===== src/rtl/multicycle_control.sv =====
// Multi-cycle RV32I control FSM: sequences fetch/decode/execute/memory/write-back,
// drives datapath selects and memory requests, counts retired instructions, traps illegal opcodes.
module multicycle_control #(
  parameter bit RESET_PC_LOAD = 1'b0
) (
  input  logic        clk,
  input  logic        reset_n,
  input  logic [6:0]  opcode,
  input  logic        mem_ready,
  input  logic        br_taken,
  output logic        mem_req,
  output logic        mem_we,
  output logic        addr_sel,
  output logic        ir_load,
  output logic        pc_load,
  output logic [1:0]  pc_src,
  output logic        alu_src_a,
  output logic        alu_src_b,
  output logic [1:0]  alu_op,
  output logic        reg_write,
  output logic [1:0]  wb_sel,
  output logic        illegal,
  output logic [2:0]  state,
  output logic [31:0] instret
);

  localparam logic [2:0] FETCH  = 3'd0;
  localparam logic [2:0] DECODE = 3'd1;
  localparam logic [2:0] EXEC   = 3'd2;
  localparam logic [2:0] MEM    = 3'd3;
  localparam logic [2:0] WB     = 3'd4;
  localparam logic [2:0] TRAP   = 3'd5;

  localparam logic [6:0] OPC_LOAD   = 7'b0000011;
  localparam logic [6:0] OPC_STORE  = 7'b0100011;
  localparam logic [6:0] OPC_OP     = 7'b0110011;
  localparam logic [6:0] OPC_OPIMM  = 7'b0010011;
  localparam logic [6:0] OPC_BRANCH = 7'b1100011;
  localparam logic [6:0] OPC_JAL    = 7'b1101111;
  localparam logic [6:0] OPC_JALR   = 7'b1100111;
  localparam logic [6:0] OPC_AUIPC  = 7'b0010111;
  localparam logic [6:0] OPC_LUI    = 7'b0110111;

  logic [2:0]  cur_state, nxt_state;
  logic        boot;
  logic [31:0] ret_count;

  logic       d_mem_req, d_mem_we, d_addr_sel, d_ir_load, d_pc_load;
  logic [1:0] d_pc_src, d_alu_op, d_wb_sel;
  logic       d_alu_src_a, d_alu_src_b, d_reg_write, d_illegal;

  function automatic logic is_legal(input logic [6:0] op);
    case (op)
      OPC_LOAD, OPC_STORE, OPC_OP, OPC_OPIMM, OPC_BRANCH,
      OPC_JAL, OPC_JALR, OPC_AUIPC, OPC_LUI: is_legal = 1'b1;
      default:                               is_legal = 1'b0;
    endcase
  endfunction

  always_comb begin
    nxt_state   = cur_state;
    d_mem_req   = 1'b0;
    d_mem_we    = 1'b0;
    d_addr_sel  = 1'b0;
    d_ir_load   = 1'b0;
    d_pc_load   = 1'b0;
    d_pc_src    = 2'b00;
    d_alu_src_a = 1'b0;
    d_alu_src_b = 1'b0;
    d_alu_op    = 2'b00;
    d_reg_write = 1'b0;
    d_wb_sel    = 2'b00;
    d_illegal   = 1'b0;
    case (cur_state)
      FETCH: begin
        d_mem_req = 1'b1;
        if (mem_ready) begin
          d_ir_load = 1'b1;
          nxt_state = DECODE;
        end
      end
      DECODE: nxt_state = is_legal(opcode) ? EXEC : TRAP;
      EXEC: begin
        nxt_state = WB;
        case (opcode)
          OPC_OP:    d_alu_op = 2'b10;
          OPC_OPIMM: begin
            d_alu_op    = 2'b10;
            d_alu_src_b = 1'b1;
          end
          OPC_LOAD, OPC_STORE: begin
            d_alu_src_b = 1'b1;
            nxt_state   = MEM;
          end
          OPC_AUIPC: begin
            d_alu_src_a = 1'b1;
            d_alu_src_b = 1'b1;
          end
          OPC_JALR:  d_alu_src_b = 1'b1;
          OPC_BRANCH: begin
            d_alu_op  = 2'b01;
            d_pc_load = 1'b1;
            d_pc_src  = br_taken ? 2'b01 : 2'b00;
            nxt_state = FETCH;
          end
          OPC_JAL, OPC_LUI: nxt_state = WB;
          default:   nxt_state = TRAP;
        endcase
      end
      MEM: begin
        d_mem_req  = 1'b1;
        d_addr_sel = 1'b1;
        d_mem_we   = (opcode == OPC_STORE);
        if (mem_ready) begin
          if (opcode == OPC_STORE) begin
            d_pc_load = 1'b1;
            nxt_state = FETCH;
          end else begin
            nxt_state = WB;
          end
        end
      end
      WB: begin
        d_reg_write = 1'b1;
        d_pc_load   = 1'b1;
        nxt_state   = FETCH;
        case (opcode)
          OPC_LOAD: d_wb_sel = 2'b01;
          OPC_LUI:  d_wb_sel = 2'b11;
          OPC_JAL: begin
            d_wb_sel = 2'b10;
            d_pc_src = 2'b01;
          end
          OPC_JALR: begin
            d_wb_sel = 2'b10;
            d_pc_src = 2'b10;
          end
          default:  d_wb_sel = 2'b00;
        endcase
      end
      TRAP:    d_illegal = 1'b1;
      default: nxt_state = FETCH;
    endcase
  end

  always_ff @(posedge clk or negedge reset_n) begin
    if (!reset_n) begin
      cur_state <= FETCH;
      boot      <= 1'b1;
      ret_count <= 32'd0;
    end else begin
      cur_state <= nxt_state;
      boot      <= 1'b0;
      if (d_pc_load) ret_count <= ret_count + 32'd1;
    end
  end

  // Outputs are forced low while reset is held so an in-flight access is dropped at once.
  assign mem_req   = reset_n & d_mem_req;
  assign mem_we    = reset_n & d_mem_we;
  assign addr_sel  = reset_n & d_addr_sel;
  assign ir_load   = reset_n & d_ir_load;
  assign pc_load   = reset_n & (d_pc_load | (RESET_PC_LOAD & boot));
  assign pc_src    = reset_n ? d_pc_src : 2'b00;
  assign alu_src_a = reset_n & d_alu_src_a;
  assign alu_src_b = reset_n & d_alu_src_b;
  assign alu_op    = reset_n ? d_alu_op : 2'b00;
  assign reg_write = reset_n & d_reg_write;
  assign wb_sel    = reset_n ? d_wb_sel : 2'b00;
  assign illegal   = reset_n & d_illegal;
  assign state     = reset_n ? cur_state : FETCH;
  assign instret   = ret_count;

endmodule


===== config.mk =====
export PLATFORM = sky130hd
export DESIGN_NAME = multicycle_control
export DESIGN_NICKNAME = d
export VERILOG_FILES = /design/src/rtl/multicycle_control.sv
export SDC_FILE = /design/constraint.sdc
export NUM_CORES = 1
export LEC_CHECK = 0
export CAP_MARGIN = 20
export CORE_UTILIZATION = 50
export DETAILED_ROUTE_END_ITERATION = 7
export GPL_TIMING_DRIVEN = 0
export PLACE_DENSITY = 0.95
export SYNTH_ARGS = -nofsm -noshare
export SYNTH_HDL_FRONTEND = slang
export SYNTH_SLANG_ARGS = --single-unit
export TNS_END_PERCENT = 5

===== constraint.sdc =====
create_clock -name clk -period 5 [get_ports clk]
set_input_delay 0.75 -clock clk [delete_from_list [all_inputs] [get_ports clk]]
set_output_delay 0.75 -clock clk [all_outputs]
set_load 0.03 [all_outputs]

# Word level (Yosys, flattened, before mapping)
# Cells that the tools add are included.
# Widths: inputs -> output; s select.
dict set report word_totals {
  ramBits 0
  latchBits 0
  regBits 35
  mem_bits_ro 0
  mem_count 0
  output_inout_bits 50
}
dict set report classes {
  n_reduce_logical 9
  n_mux 35
  eq_ne 16
  mul 0
  n_addsub 1
  n_bitwise 10
  n_shift 0
  magnitude_cmp 0
  n_div 0
}
# op n
set ops {}
lappend ops {{$add 32x1->32 const B} 1}
lappend ops {{$eq 7x6->1 const B} 3}
lappend ops {{$eq 7x7->1 const B} 3}
lappend ops {{$mux 1} 18}
lappend ops {{$mux 3} 5}
lappend ops {{$pmux 3 s5} 1}
lappend ops {{$eq 7x5->1 const B} 2}
lappend ops {{$pmux 2 s2} 3}
lappend ops {{$mux 2} 5}
lappend ops {{$and 1x1->1} 9}
lappend ops {{$pmux 3 s3} 1}
lappend ops {{$reduce_or 9->1} 1}
lappend ops {{$reduce_or 2->1} 4}
lappend ops {{$eq 7x2->1 const B} 1}
lappend ops {{$eq 3x2->1 const B} 2}
lappend ops {{$eq 3x3->1 const B} 2}
lappend ops {{$pmux 2 s3} 1}
lappend ops {{$reduce_or 6->1} 1}
lappend ops {{$reduce_or 5->1} 1}
lappend ops {{$ne 2x2->1 const B} 2}
lappend ops {{$eq 3x1->1 const B} 1}
lappend ops {{$logic_not 3->1} 1}
lappend ops {{$pmux 1 s3} 1}
lappend ops {{$reduce_and 3->1} 1}
lappend ops {{$not 1->1} 1}

# Logic depth before layout (Yosys ltp)
# Gate-level depths: netlist (run 1).
dict set report logic_depth {
  depth_word 6
  depth_mapped 8
  depth_no_buf 6
}

# Least setup slack after synthesis (run 1)
# OpenSTA, ideal clock, no wires.
dict set report synth_timing {
  path_type {input port to output port}
  start {in opcode[4]}
  end {out wb_sel[1]}
  path_buffers 1
  arrival_ns 2.393
  stages 4
  path_slack_ns 1.857
  path_cell_list {buf_6 -> or3b_2 -> a21boi_0 -> nor4_1}
}
dict set report synth_via {
  elab_chain_cells 5
  elab_cells_between_ends 8
  cone_classes {eq/ne (4); mux (3); reduce/logical (1)}
}
# element line
set synth_rtl {}
lappend synth_rtl {{start, declared} 8} ;# input logic [6:0] opcode,
lappend synth_rtl {{$eq 7x7->1} 127} ;# case (opcode)
lappend synth_rtl {{$reduce_or 2->1 (no source line)} -}
lappend synth_rtl {{$pmux 2 s3 *} 127}
lappend synth_rtl {{$mux 2 *} 74} ;# case (cur_state)
lappend synth_rtl {{$mux 2 *} 169} ;# assign wb_sel = reset_n ? d_wb_sel : 2'b00;
lappend synth_rtl {{end, declared} 21} ;# output logic [1:0] wb_sel,
# Every way passes the cells marked *; elsewhere a longest branch is shown, timed or not.

# Worst setup path in the final report (run 1)
dict set report layout_timing {
  start {in opcode[6]}
  end {out pc_load}
}
dict set report layout_via {
  elab_chain_cells 5
  elab_cells_between_ends 7
  cone_classes {eq/ne (2); mux (4); bitwise (1)}
}
# element line
set layout_rtl {}
lappend layout_rtl {{$eq 7x6->1} 115} ;# if (opcode == OPC_STORE) begin
lappend layout_rtl {{$mux 1} 115}
lappend layout_rtl {{$mux 1} 114} ;# if (mem_ready) begin
lappend layout_rtl {{$pmux 1 s3 *} 74}
lappend layout_rtl {{$and 1x1->1 *} 163} ;# assign pc_load = reset_n & (d_pc_load | (RESET_PC_LOAD & boot));
lappend layout_rtl {{end, declared} 15} ;# output logic pc_load,
# Marked as above.

==> impl_metrics.csv, run 1 <==
group,metric,value,unit
final_layout,final_cells,334,
drt,vias,1901,
synth,syn_nets,231,
sta,skew,2.178,ps
synth,syn_area_per_cell,9.770,µm²
critical_path,critPathArrivalTime,3120,ps
global_routing,grt_max_degree,43,
critical_path,critPathSlowestCell,"clkdlybuf4s50_1",
synth,synth_top_area_cell,"dfrtp_1",
sta,relSlewSlack,41.61,%
placement,dp_hpwl,3843,µm
sta,fin_crit,3874,ps
clock_tree,clock-sinks,35,
drt,drc,0,
sta,setup-tns-final,0,ps
synth,ys_seq_area_share,40.94,%
sta,finalCritPeriodShare,77.47,%
synth,yosys_register_bits,35,
placement,pre_cts_slack,1145,ps
clock_tree,clock_latency,290,ps
sta,rsz0062_at_grt,"no",
sta,finalHoldViolations,0,
critical_path,worstPathRequired,4250,ps
synth,yosysWarnings,0,
critical_path,max_stage_delay,680,ps
critical_path,cp_top_family,"buffers and inverters",
pwr,power_density,342.2,mW/mm²
placement,gp_congestion,0.9001,
pwr,finalPower,0.9748,mW
critical_path,path_max_fanout,10,
placement,dpl_cell_area,0.002768,mm²
synth,syn_area,0.002140,mm²
pwr,ir_drop,0.3138,mV
critical_path,end_kind,"output pin",
global_routing,overflow,0,
global_routing,grt_pass1_vias,1828,
clock_tree,holdBufCountCts,0,
critical_path,critPathBufInv,3,
synth,synthDistinctLibCells,47,
flow_run,max-cap-violations,0,
critical_path,critPathLaunchType,"input pin",
sta,maxSlewViolCount,0,
final_layout,final_cell_mix,"clkdlybuf4s50_1, dfrtp_1, xor2_1",
floorplan,die_area,0.004545,mm²
synth,synthCells,219,
final_layout,nets,295,
synth,synth_edf_count,0,
synth,synthArstFlopShare,100.0,%
critical_path,critPathKind,"input pin to output pin",
drt,dr.first_iter.drc_count,176,
final_layout,post-route-util,70.21,%
sta,fmax,258.2,MHz
drt,routed_via_density,5.692,
clock_tree,cts_tree,"yes",
status,status,"finished clean",
floorplan,io_pins,61,
drt,routedWlPerCell,15.77,µm
floorplan,die_y,67.42,µm
clock_tree,htreeDepth,2,
synth,synth_flop_cell,"dfrtp_1",
clock_tree,root_buffer,"clkbuf_8",
floorplan,die_w,67.42,µm
clock_tree,path_clk_slew,70,ps
clock_tree,cts_buffers,5,
floorplan,std_cell_rows,23,
global_routing,antenna_found_initial,0,
drt,ant_nets,0,
sta,setup_viol,0,
critical_path,crit_chain,"clkdlybuf4s50_1 > nand4bb_1 > o32ai_4 > a21oi_2 > buf_6 > nor2b_1 > clkdlybuf4s50_1",
hold_path,min_path_type,"flop to flop",
final_layout,area_growth,33.16,%
floorplan,initial_core_util,52.73,%
sta,setup_ws,1126,ps
synth,synthTopCellsByArea,"dfrtp_1, xor2_1, nor2_1",
drt,firstDrtPassIters,4,
clock_tree,cts-resized-gates,0,
sta,worst-slew-pin-transition,875.8,ps
floorplan,core_area,0.004058,mm²
synth,yosysTopAreaCellShare,40.94,%
critical_path,crit_path_frequent_cell,"clkdlybuf4s50_1",
pwr,p_leak,1.219,nW
global_routing,grt_pass1_wl,8666,µm
sta,hold_slack,483.4,ps
placement,dpl.cell_count,326,
clock_tree,ctsLongestPathBuffers,2,
final_layout,diodes,0,
drt,drt-total-wl,5268,µm
placement,portBuffers,57,
final_layout,drive_gt1_share,10.56,%
final_layout,final_common_cell,"clkdlybuf4s50_1",
global_routing,track_usage,25.92,%
final_layout,finalInstanceArea,0.002849,mm²
clock_tree,cts_setup_buffers,0,
synthesized netlist by cell type (2+ instances only):
cell type,count
a21boi_0,2
a21oi_1,4
a21oi_2,2
and2_1,3
and3_1,2
and4_1,2
buf_2,2
buf_6,5
clkbuf_1,3
dfrtp_1,35
inv_1,5
nand2_1,20
nand2b_1,6
nand3_1,10
nand4_1,3
nand4bb_1,2
nor2_1,21
nor2b_1,4
nor3_1,14
nor3b_1,3
nor4_1,5
nor4_2,3
nor4b_1,3
nor4b_2,3
o21ai_0,4
o31ai_1,2
or3b_2,2
xnor2_1,8
xor2_1,23
power by group:
part | internal (mW) | switching (mW)
clock network | 0.0976 | 0.0962
registers | 0.317 | 0.0393
logic | 0.172 | 0.252
cell type report:
cell class | count | area [µm²]
clock inverters | 1 | 5.005
repair buffers | 57 | 565.5
clock buffers | 7 | 76.32
plain buffers | 10 | 77.57
well taps | 50 | 62.56
fillers | 297 | 1209
inverters | 5 | 18.77
flip-flops and latches | 35 | 875.8
multi-input cells | 169 | 1167
routing by layer:
metal | vias up | track usage (%) | routed length [µm]
met5 | - | 0 | 0
met4 | 0 | 10.11 | 108
met3 | 12 | 6.081 | 270
met2 | 75 | 41.63 | 2658
met1 | 917 | 33.66 | 2230
li1 | 897 | - | -
worst paths after layout:
path	slack [ps]	start	cells after the start	endpoint
setup / recovery	1130	opcode[6]	7	pc_load
hold / removal	480	instret[31]	1	instret[31]
setup reg to reg	2830	cur_state[1]	6	instret[30]
hold reg to reg	480	instret[31]	1	instret[31]
max in group asynchronous	3870	reset_n	1	instret[4]
min in group asynchronous	580	reset_n	1	instret[9]
flip-flops by register name, summed over array words and instances (netlist names):
name       cells
cur_state      3
instret       32
cell families (layout without fill, tap and decap cells):
logic type               count (synthesis)  after routing  synth area share (%)
multiplexers                             1              1                0.5263
buffers and inverters                   15             80                 4.503
adder cells (fa/ha/maj)                  2              2                 1.053
XOR/XNOR                                31             31                 12.69
AO/OA/AOI/OAI                           22             22                 8.363
flip-flops                              35             35                 40.94
AND/OR/NAND/NOR                        113            113                 31.93
(Power assumes the default switching activity.)
==> run 2, diff against run 1 <==
--- a/config.mk
+++ b/config.mk
@@ -6,10 +6,10 @@
 export NUM_CORES = 1
 export LEC_CHECK = 0
 export CAP_MARGIN = 20
-export CORE_UTILIZATION = 50
+export CORE_UTILIZATION = 43
 export DETAILED_ROUTE_END_ITERATION = 7
 export GPL_TIMING_DRIVEN = 0
-export PLACE_DENSITY = 0.95
+export PLACE_DENSITY = 0.88
 export SYNTH_ARGS = -nofsm -noshare
 export SYNTH_HDL_FRONTEND = slang
 export SYNTH_SLANG_ARGS = --single-unit
==> constraint.sdc (replaced) <==
create_clock -name clk -period 3.15 [get_ports clk]
set_input_delay 0.4725 -clock clk [delete_from_list [all_inputs] [get_ports clk]]
set_output_delay 0.4725 -clock clk [all_outputs]
set_load 0.03 [all_outputs]
==> run 2 against run 1 <==
Against the previous run:
- clock power grew 63%
- die area is 16% higher
- clock skew is 5.5 ps higher
- wire length fell by 6.2%
- cell count rose by 5.1%
- critical path depth stayed put
- first-iteration DRC count shrank 15%
- sequential share of layout area down 0.29 points
- worst setup slack got worse by 950 ps
==> impl_metrics.csv, run 2 (synthesis gave the netlist of run 1 again) <==
group,metric,value,unit
drt,routedWlPerCell,14.08,µm
clock_tree,htreeDepth,2,
final_layout,multi_input_area,0.001167,mm²
sta,maxSlewViolCount,0,
clock_tree,cts_buffers,5,
critical_path,cp_top_family,"buffers and inverters",
placement,dp_hpwl,3707,µm
final_layout,finalInstanceArea,0.002877,mm²
sta,finalCritPeriodShare,94.43,%
clock_tree,cts_setup_buffers,0,
flow_run,max-cap-violations,0,
placement,gp_congestion,0.9386,
drt,drt-total-wl,4942,µm
critical_path,crit_cells,7,
pwr,ir_drop,0.4731,mV
drt,drc,0,
drt,vias,1898,
floorplan,die_y,72.54,µm
critical_path,cp-endpoint,"pc_load",
pwr,clockPowerShare,20.6,%
final_layout,final_common_cell,"clkdlybuf4s50_1",
final_layout,ff_latch_area,875.8,µm²
critical_path,critPathKind,"input pin to output pin",
global_routing,track_usage,20.65,%
drt,routed_via_density,5.407,
sta,fin_crit,2975,ps
drt,ant_nets,0,
sta,setup_viol,0,
critical_path,end_kind,"output pin",
global_routing,antenna_found_initial,0,
final_layout,diodes,0,
floorplan,core_area,0.004755,mm²
final_layout,drive_gt1_share,11.27,%
floorplan,initial_core_util,45.00,%
drt,firstDrtPassIters,4,
hold_path,min_path_type,"input pin to asynchronous set/reset pin",
sta,rsz0062_at_grt,"no",
critical_path,worstRegToRegCells,6,
sta,worst-slew-pin-transition,527.2,ps
final_layout,final_cells,351,
pwr,switchingPower,0.6086,mW
floorplan,io_pins,61,
status,status,"finished clean",
clock_tree,clock-sinks,35,
pwr,power_density,533.3,mW/mm²
critical_path,max_stage_delay,500,ps
pwr,switching_share,39.68,%
final_layout,nets,295,
final_layout,area_growth,34.44,%
drt,dr.first_iter.drc_count,149,
floorplan,die_area,0.005262,mm²
sta,finalHoldViolations,0,
pwr,p_comb_share,42.6,%
clock_tree,ctsLongestPathBuffers,2,
clock_tree,cts_tree,"yes",
global_routing,grt_pass1_vias,1831,
placement,portBuffers,57,
final_layout,fillers,417,
critical_path,rr_endpoint,"instret[30]",
critical_path,startpoint,"opcode[6]",
critical_path,worstPathRequired,2680,ps
global_routing,grt_max_degree,43,
critical_path,path_max_fanout,10,
pwr,p_int,0.9253,mW
clock_tree,path_clk_slew,70,ps
floorplan,die_w,72.54,µm
sta,relSlewSlack,64.86,%
critical_path,timing.rr.start,"cur_state[1]",
critical_path,crit_chain,"clkdlybuf4s50_1 > nand4bb_1 > o32ai_4 > a21oi_2 > buf_6 > nor2b_1 > dlygate4sd2_1",
clock_tree,holdBufCountCts,0,
critical_path,critPathSlowestCell,"clkdlybuf4s50_1",
final_layout,largest_reg_flops,32,
critical_path,critPathLaunchType,"input pin",
clock_tree,root_buffer,"clkbuf_8",
sta,setup-tns-final,0,ps
sta,fmax,336.2,MHz
critical_path,critPathArrivalTime,2500,ps
placement,dpl.cell_count,343,
critical_path,critPathBufInv,3,
global_routing,grt_pass1_wl,8273,µm
critical_path,r2r_slack,1040,ps
clock_tree,clock_latency,290,ps
pwr,p_leak,1.248,nW
global_routing,overflow,0,
placement,dpl_cell_area,0.002789,mm²
final_layout,final_cell_mix,"clkdlybuf4s50_1, dfrtp_1, xor2_1",
sta,skew,7.694,ps
pwr,p_seq_share,36.8,%
final_layout,post-route-util,60.50,%
floorplan,std_cell_rows,25,
## run 2: changes by cell type in the layout (fill, tap and decap cells not counted)
| cell | delta |
|---|---|
| dlymetal6s2s_1 | +1 |
| clkbuf_4 | +1 |
| dlygate4sd2_1 | +1 |
| buf_2 | -1 |
| clkbuf_1 | -2 |
| clkinv_2 | +2 |
| clkdlybuf4s50_1 | -2 |
## run 2: cell type report
class	count	area share [%]
Multi-Input combinational cell	169	40.58
Timing Repair Buffer	57	19.79
Clock buffer	5	2.392
Tap cell	67	2.914
Buffer	10	2.697
Sequential cell	35	30.45
Clock inverter	3	0.5220
Inverter	5	0.6525
## run 2: worst min-delay path by stage
stage                            from      endpoint  slack [ps]  depth (start not counted)
after global placement    instret[31]   instret[31]         460                          1
after CTS                     reset_n    instret[9]         310                          1
final                         reset_n    instret[9]         170                          1
after floorplan               reset_n  cur_state[0]         180                          0
after global routing          reset_n   instret[25]         220                          1
after detailed placement  instret[31]   instret[31]         470                          1
## run 2: routing by layer
layer  vias to the layer above  GRT usage (%)  wire length [µm]
li1                        895              -                 -
met1                       945          25.44              2105
met2                        53          34.27              2530
met3                         5          4.444               222
met4                         0          10.24                83
met5                         -              0                 0
## run 2: per-stage QoR
stage / setup WS [ps] / power (mW) / hold WS, ps
floorplan: 403.3 / 1.010 / 176.9
global placement: -981.6 / 1.217 / 460.2
detailed placement: -103.8 / 1.229 / 467.2
CTS: 56.64 / 1.543 / 313.1
global route: 54.01 / 1.631 / 215.6
finish: 175.5 / 1.534 / 170.8
## run 2: power groups by stage
stage | clock network, mW | registers (mW) | logic (mW)
2_1_floorplan | 0 | 0.624 | 0.386
3_3_place_gp | 0 | 0.571 | 0.647
3_5_place_dp | 0 | 0.572 | 0.657
4_1_cts | 0.322 | 0.565 | 0.656
5_1_grt | 0.343 | 0.576 | 0.712
6_report | 0.316 | 0.564 | 0.654
## run 2: repair_timing
action / CTS / global route
setup endpoints to repair: 1 / 6
cloned: 0 / 0
gates resized for setup: 1 / 2
